$ cat config.mk
export PLATFORM = sky130hd
export DESIGN_NAME = alu_seq
export DESIGN_NICKNAME = d
export VERILOG_FILES = /design/src/rtl/alu_seq_pkg.sv /design/src/rtl/alu_seq_muldiv.sv /design/src/rtl/alu_seq.sv
export SDC_FILE = /design/constraint.sdc
export NUM_CORES = 1
export LEC_CHECK = 0
export CORE_MARGIN = 1
export CORE_UTILIZATION = 35
export CTS_CLUSTER_SIZE = 28
export DETAILED_ROUTE_END_ITERATION = 12
export PLACE_DENSITY = 0.61
export SLEW_MARGIN = 20
export SYNTH_ARGS = -nofsm -noshare
export SYNTH_HDL_FRONTEND = slang
export SYNTH_HIERARCHICAL = 1
export SYNTH_SLANG_ARGS = --single-unit
$ cat constraint.sdc
create_clock -name clk -period 11.45 [get_ports clk]
set_clock_uncertainty 0.2 [all_clocks]
set_input_delay 2.29 -clock clk [delete_from_list [all_inputs] [get_ports clk]]
set_output_delay 2.29 -clock clk [all_outputs]
set_load 0.01 [all_outputs]
$ cat src/rtl/alu_seq_pkg.sv
// alu_seq_pkg: shared types for the sequential ALU.
//   alu_op_e    - 4-bit opcode encodings
//   alu_state_e - control FSM states
//   alu_flags_t - registered NZCV flag bundle
//   is_iter_op  - true for opcodes that run on the iterative mul/div datapath
package alu_seq_pkg;

  typedef enum logic [3:0] {
    OpAdd   = 4'b0000,
    OpSub   = 4'b0001,
    OpAnd   = 4'b0010,
    OpOr    = 4'b0011,
    OpPassB = 4'b0100,
    OpSltu  = 4'b0101,
    OpSlt   = 4'b0110,
    OpXor   = 4'b0111,
    OpMul   = 4'b1000,
    OpDivu  = 4'b1001,
    OpRemu  = 4'b1010
  } alu_op_e;

  typedef enum logic [1:0] {
    StIdle = 2'd0,
    StBusy = 2'd1,
    StDone = 2'd2
  } alu_state_e;

  typedef struct packed {
    logic zero;
    logic negative;
    logic carry;
    logic overflow;
  } alu_flags_t;

  function automatic logic is_iter_op(input logic [3:0] op);
    return (op == OpMul) || (op == OpDivu) || (op == OpRemu);
  endfunction

endpackage

$ cat src/rtl/alu_seq_muldiv.sv
// alu_seq_muldiv: iterative shift-add multiplier / restoring divider, one step per cycle.
// Only compiled when ALU_SEQ_MULDIV_EN is defined.
//   i_clk, i_reset     - clock, synchronous active-high reset
//   i_start            - load operands and begin WIDTH iterations
//   i_op               - OpMul, OpDivu or OpRemu
//   i_a, i_b           - multiplicand/multiplier or dividend/divisor
//   o_last             - high during the final iteration
//   o_result           - value produced by the current iteration (valid with o_last)
`ifdef ALU_SEQ_MULDIV_EN
module alu_seq_muldiv
  import alu_seq_pkg::*;
#(
  parameter int unsigned WIDTH = 32
) (
  input  logic             i_clk,
  input  logic             i_reset,
  input  logic             i_start,
  input  alu_op_e          i_op,
  input  logic [WIDTH-1:0] i_a,
  input  logic [WIDTH-1:0] i_b,
  output logic             o_last,
  output logic [WIDTH-1:0] o_result
);

  localparam int unsigned CntW = $clog2(WIDTH);

  logic            r_busy;
  logic            r_is_mul;
  logic            r_is_rem;
  logic [CntW-1:0] r_cnt;
  // r_acc: running product (MUL) or partial remainder (DIV/REM)
  // r_x:   shifted multiplicand (MUL) or dividend shifting into quotient (DIV/REM)
  // r_y:   multiplier shifting right (MUL) or divisor (DIV/REM)
  logic [WIDTH-1:0] r_acc, r_x, r_y;

  logic [WIDTH-1:0] w_acc_next, w_x_next, w_y_next;
  logic [WIDTH:0]   w_shift, w_trial;

  always_comb begin
    w_shift = {r_acc, r_x[WIDTH-1]};
    w_trial = w_shift - {1'b0, r_y};
    if (r_is_mul) begin
      w_acc_next = r_y[0] ? (r_acc + r_x) : r_acc;
      w_x_next   = r_x << 1;
      w_y_next   = r_y >> 1;
    end else begin
      // Restore on borrow: keep the shifted remainder and shift in a 0 quotient bit.
      w_acc_next = w_trial[WIDTH] ? w_shift[WIDTH-1:0] : w_trial[WIDTH-1:0];
      w_x_next   = {r_x[WIDTH-2:0], ~w_trial[WIDTH]};
      w_y_next   = r_y;
    end
  end

  assign o_last   = r_busy && (r_cnt == '0);
  assign o_result = (r_is_mul || r_is_rem) ? w_acc_next : w_x_next;

  always_ff @(posedge i_clk) begin
    if (i_reset) begin
      r_busy   <= 1'b0;
      r_is_mul <= 1'b0;
      r_is_rem <= 1'b0;
      r_cnt    <= '0;
      r_acc    <= '0;
      r_x      <= '0;
      r_y      <= '0;
    end else if (i_start) begin
      r_busy   <= 1'b1;
      r_is_mul <= (i_op == OpMul);
      r_is_rem <= (i_op == OpRemu);
      r_cnt    <= CntW'(WIDTH - 1);
      r_acc    <= '0;
      r_x      <= i_a;
      r_y      <= i_b;
    end else if (r_busy) begin
      r_acc <= w_acc_next;
      r_x   <= w_x_next;
      r_y   <= w_y_next;
      r_cnt <= r_cnt - CntW'(1);
      if (r_cnt == '0) r_busy <= 1'b0;
    end
  end

endmodule
`endif

$ cat src/rtl/alu_seq.sv
// alu_seq: handshaked ALU with registered result and NZCV flags.
// Single-cycle ops complete on the accept edge; MUL/DIVU/REMU iterate for WIDTH cycles.
// Optional feature macro: ALU_SEQ_MULDIV_EN (enables MUL/DIVU/REMU; otherwise illegal).
//   clk, reset          - clock, synchronous active-high reset
//   InValid / InReady   - operand handshake (SrcA, SrcB, ALUControl)
//   OutValid / OutReady - result handshake
//   ALUResult           - registered result
//   Zero, Negative, Carry, Overflow - registered flags
//   Illegal             - high with the result when the accepted opcode has no datapath
module alu_seq
  import alu_seq_pkg::*;
#(
  parameter int unsigned WIDTH = 32
) (
  input  logic             clk,
  input  logic             reset,
  input  logic             InValid,
  output logic             InReady,
  input  logic [WIDTH-1:0] SrcA,
  input  logic [WIDTH-1:0] SrcB,
  input  logic [3:0]       ALUControl,
  output logic             OutValid,
  input  logic             OutReady,
  output logic [WIDTH-1:0] ALUResult,
  output logic             Zero,
  output logic             Negative,
  output logic             Carry,
  output logic             Overflow,
  output logic             Illegal
);

  alu_state_e       r_state, w_state_next;
  logic [WIDTH-1:0] r_result;
  alu_flags_t       r_flags;
  logic             r_illegal;

  logic             w_in_ready;
  logic             w_accept;
  logic             w_iter;
  logic             w_illegal;
  logic             w_md_last;
  logic [WIDTH-1:0] w_md_result;
  logic [WIDTH:0]   w_sum, w_diff;
  logic [WIDTH-1:0] w_sc_result;
  logic             w_sc_carry, w_sc_ovf;
  alu_flags_t       w_sc_flags, w_md_flags;
  alu_op_e          w_op;

  assign w_op     = alu_op_e'(ALUControl);
  assign w_accept = InValid && w_in_ready;

`ifdef ALU_SEQ_MULDIV_EN
  assign w_iter    = is_iter_op(ALUControl);
  assign w_illegal = (ALUControl > 4'b1010);

  alu_seq_muldiv #(
    .WIDTH (WIDTH)
  ) u_muldiv (
    .i_clk    (clk),
    .i_reset  (reset),
    .i_start  (w_accept && w_iter),
    .i_op     (w_op),
    .i_a      (SrcA),
    .i_b      (SrcB),
    .o_last   (w_md_last),
    .o_result (w_md_result)
  );
`else
  // No iterative datapath: the whole 1xxx opcode space is illegal.
  assign w_iter      = 1'b0;
  assign w_illegal   = ALUControl[3];
  assign w_md_last   = 1'b0;
  assign w_md_result = '0;
`endif

  // Single-cycle datapath, evaluated on the operands being accepted.
  always_comb begin
    w_sum       = {1'b0, SrcA} + {1'b0, SrcB};
    w_diff      = {1'b0, SrcA} - {1'b0, SrcB};
    w_sc_result = '0;
    w_sc_carry  = 1'b0;
    w_sc_ovf    = 1'b0;
    case (w_op)
      OpAdd: begin
        w_sc_result = w_sum[WIDTH-1:0];
        w_sc_carry  = w_sum[WIDTH];
        w_sc_ovf    = (SrcA[WIDTH-1] == SrcB[WIDTH-1]) && (w_sum[WIDTH-1] != SrcA[WIDTH-1]);
      end
      OpSub: begin
        w_sc_result = w_diff[WIDTH-1:0];
        w_sc_carry  = ~w_diff[WIDTH];  // not-borrow
        w_sc_ovf    = (SrcA[WIDTH-1] != SrcB[WIDTH-1]) && (w_diff[WIDTH-1] != SrcA[WIDTH-1]);
      end
      OpAnd:   w_sc_result = SrcA & SrcB;
      OpOr:    w_sc_result = SrcA | SrcB;
      OpPassB: w_sc_result = SrcB;
      OpSltu:  w_sc_result = WIDTH'(SrcA < SrcB);
      OpSlt:   w_sc_result = WIDTH'($signed(SrcA) < $signed(SrcB));
      OpXor:   w_sc_result = SrcA ^ SrcB;
      default: w_sc_result = '0;  // illegal or iterative
    endcase
  end

  assign w_sc_flags = '{zero:     (w_sc_result == '0),
                        negative: w_sc_result[WIDTH-1],
                        carry:    w_sc_carry,
                        overflow: w_sc_ovf};
  assign w_md_flags = '{zero:     (w_md_result == '0),
                        negative: w_md_result[WIDTH-1],
                        carry:    1'b0,
                        overflow: 1'b0};

  // FSM state register
  always_ff @(posedge clk) begin
    if (reset) r_state <= StIdle;
    else       r_state <= w_state_next;
  end

  // FSM next state
  always_comb begin
    w_state_next = r_state;
    unique case (r_state)
      StIdle:  if (w_accept) w_state_next = w_iter ? StBusy : StDone;
      StBusy:  if (w_md_last) w_state_next = StDone;
      StDone:  if (OutReady) w_state_next = StIdle;
      default: w_state_next = StIdle;
    endcase
  end

  // FSM outputs
  always_comb begin
    w_in_ready = (r_state == StIdle) && !reset;
    OutValid   = (r_state == StDone);
  end

  assign InReady = w_in_ready;

  // Result and flags only change on accept or the final iteration, so they hold through DONE.
  always_ff @(posedge clk) begin
    if (reset) begin
      r_result  <= '0;
      r_flags   <= '0;
      r_illegal <= 1'b0;
    end else if (w_accept && !w_iter) begin
      r_result  <= w_sc_result;
      r_flags   <= w_sc_flags;
      r_illegal <= w_illegal;
    end else if ((r_state == StBusy) && w_md_last) begin
      r_result  <= w_md_result;
      r_flags   <= w_md_flags;
      r_illegal <= 1'b0;
    end
  end

  assign ALUResult = r_result;
  assign Zero      = r_flags.zero;
  assign Negative  = r_flags.negative;
  assign Carry     = r_flags.carry;
  assign Overflow  = r_flags.overflow;
  assign Illegal   = r_illegal;

endmodule
==> flow_summary.toml <==
[logic_synthesis]
yosysTopAreaCell = "ha_1"
synth.avg_cell_area_um2 = 7.06
yosys-top-cells-area = "ha_1 (18%), dfxtp_1 (10%), a21oi_1 (5.1%)"
syn_inst = 1022
syn-cell-area_um2 = 7220
synth_top_area_share_pct = 17.7
synth_edf_count = 0
yosysSeqAreaShare_pct = 10.3
synth_warnings = 6
async_flop_share_pct = 0
synth_cell_types = 103
synth_nets = 1198
ys_ff_latch = 37
synth_ff_type = "dfxtp_1"

[run_status]
status = "finished, final reports clean"

[power]
max-vdd-ir-drop_uv = 60.0
power_w = 0.000641
powerDensity_nw_per_um2 = 74.1
p_leak_nw = 3.58

[global_routing]
antenna_found_initial = 0
grt_pass1_wl_mm = 43.0
grt_start_max_net_pins = 36
grt_pass1_vias = 7749
grt_use_total_pct = 25.2
gr-total-overflow = 0

[timing]
fin_tns_setup_ps = 0
setup_viol = 0
fmax_ghz = 0.142
fin_crit_sh_pct = 61.5
hold_viol = 0
rsz0062_at_grt = "no"
worstMarginPinSlew_ps = 916
drv_slew = 0
slew_headroom_pct = 38.6
fin_crit_ps = 7040

[die]
die-area_um2 = 21200
die_y_um = 146
core_um2 = 20200
io_pins = 111
rows = 52
die_x_um = 146
start_util_pct = 35.7

[critical_path]
critPathArrivalTime_ps = 7040
crit_chain = "clkdlybuf4s50_1 -> nand4bb_1 -> buf_4 -> nor2_1 -> nor4_1 -> a21oi_1 -> a21bo_1 -> o2111ai_1 -> nor4_1 -> nand4_1 -> nor4b_2 -> nand4_1 -> o41ai_2"
crit_type = "in2reg"
slowest_stage = "nand4bb_1"
worstPathMaxFanout = 20
required_ps = 11450
cp-start-kind = "input pin"
slowest_delay_ps = 870
cp-end-kind = "flip-flop"

[cts]
cts_hold_buffers = 0
clockRootBuffer = "clkbuf_16"
cts_setup_buffers = 0
htreeDepth = 2
cts.repair.resized = 0
cts.sinks = 37
clockBufferDepth = 2
clkLatencyLatePin_ps = 280
cts_buffers = 5
cts_tree = "yes"
clkTransAtPathRegs_ps = 70

[placed_design]
dpl_cell_area_um2 = 8500
gp_congestion = 0.963
port_buffers = 110
dp_hpwl_mm = 21.1

[drt]
drt-initial-drc-count = 793
firstDrtPassIters = 6
via_count = 8204
wl_mm = 27.0
antenna_left = 0
post-route-drc-count = 0
wl_per_cell_um = 19.9
post_drt_via_cell_ratio = 6.03

[cells_and_area]
final_common_cell = "clkdlybuf4s50_1"
drive_above_1_share_pct = 6.24
layout_common_cells = "clkdlybuf4s50_1 (110), ha_1 (102), inv_1 (97), nor2_1 (91), nand2_1 (88)"
finish.net_count = 1264
fin_area_um2 = 8650
nFillCells = 2078
synthToLayoutAreaGrowth_pct = 19.8

[job]
maxCapViolations = 0

[min_path]
hold_path.class = "reg2reg"
## cell type report
class	instances	area, um^2	share of cell area, %
clock buffers	5	125	1.45
inverters	100	375	4.34
multi-input cells	820	5840	67.5
well taps	270	338	3.91
diodes	1	2.50	0.0289
clock inverters	3	21.3	0.246
repair buffers	124	1210	13.9
flip-flops and latches	37	741	8.57
## worst paths after layout
path,slack (ps),start,cells after the start,to
worst max-delay path,4410,ALUControl[0],13,Zero
worst min-delay path,250,ALUResult[4],2,ALUResult[4]
worst max register to register,8140,r_state[1],10,Zero
worst min register to register,250,ALUResult[4],2,ALUResult[4]
## cells by family after synthesis
kind of cell	Yosys count	share of synthesized area, %
adder cells (fa/ha/maj)	104	18.2
flip-flops	37	10.3
AND/OR/NAND/NOR	344	23.8
multiplexers	9	1.30
XOR/XNOR	6	0.728
buffers and inverters	165	9.26
AO/OA/AOI/OAI	357	36.4
## Yosys cell counts (18+ instances only)
master	number
a211oi_1	18
a21oi_1	73
buf_2	24
clkbuf_1	34
dfxtp_1	37
ha_1	102
inv_1	97
nand2_1	88
nand3_1	28
nor2_1	93
nor3_1	24
o211ai_1	19
o21ai_0	61
## per-layer routing
layer	share of wire, %	GRT usage, %	routed length [um]	vias up
met5	0	0	0	-
met4	2.6	7.37	691	0
met3	8.1	3.61	2190	53
met2	43	39.5	11700	393
met1	46	35.5	12400	3855
li1	-	-	-	3903
## sequential cells by signal, summed over array words and instances, names as in the netlist
name	flops
ALUResult	32
Carry	1
Zero	1
r_state	1
Illegal	1
Overflow	1
## power by group
group | total [W] | switching [W] | leakage [nW] | internal [W]
registers | 0.000139 | 0.00000399 | 0.301 | 0.000135
clock network | 0.000141 | 0.0000601 | 0.0702 | 0.0000811
logic | 0.000360 | 0.000220 | 3.21 | 0.000141
## per-stage QoR
step | hold WS [ps] | util (%) | cells | setup slack [ps]
floorplan | 280 | - | 1022 | 5880
global placement | 237 | 42.0 | 1351 | 4430
detailed placement | 246 | 42.0 | 1351 | 4280
CTS | 260 | 42.7 | 1359 | 4550
global route | 276 | 42.7 | 1359 | 4200
finish | 251 | 42.7 | 1360 | 4410
## worst max-delay path: cells and delay by family
kind,cells,cell delay (ps)
and+or+nand+nor,7,2670
buffers and inverters,2,1220
AOI/OAI and AO/OA,4,830
(Power assumes the default switching activity.)
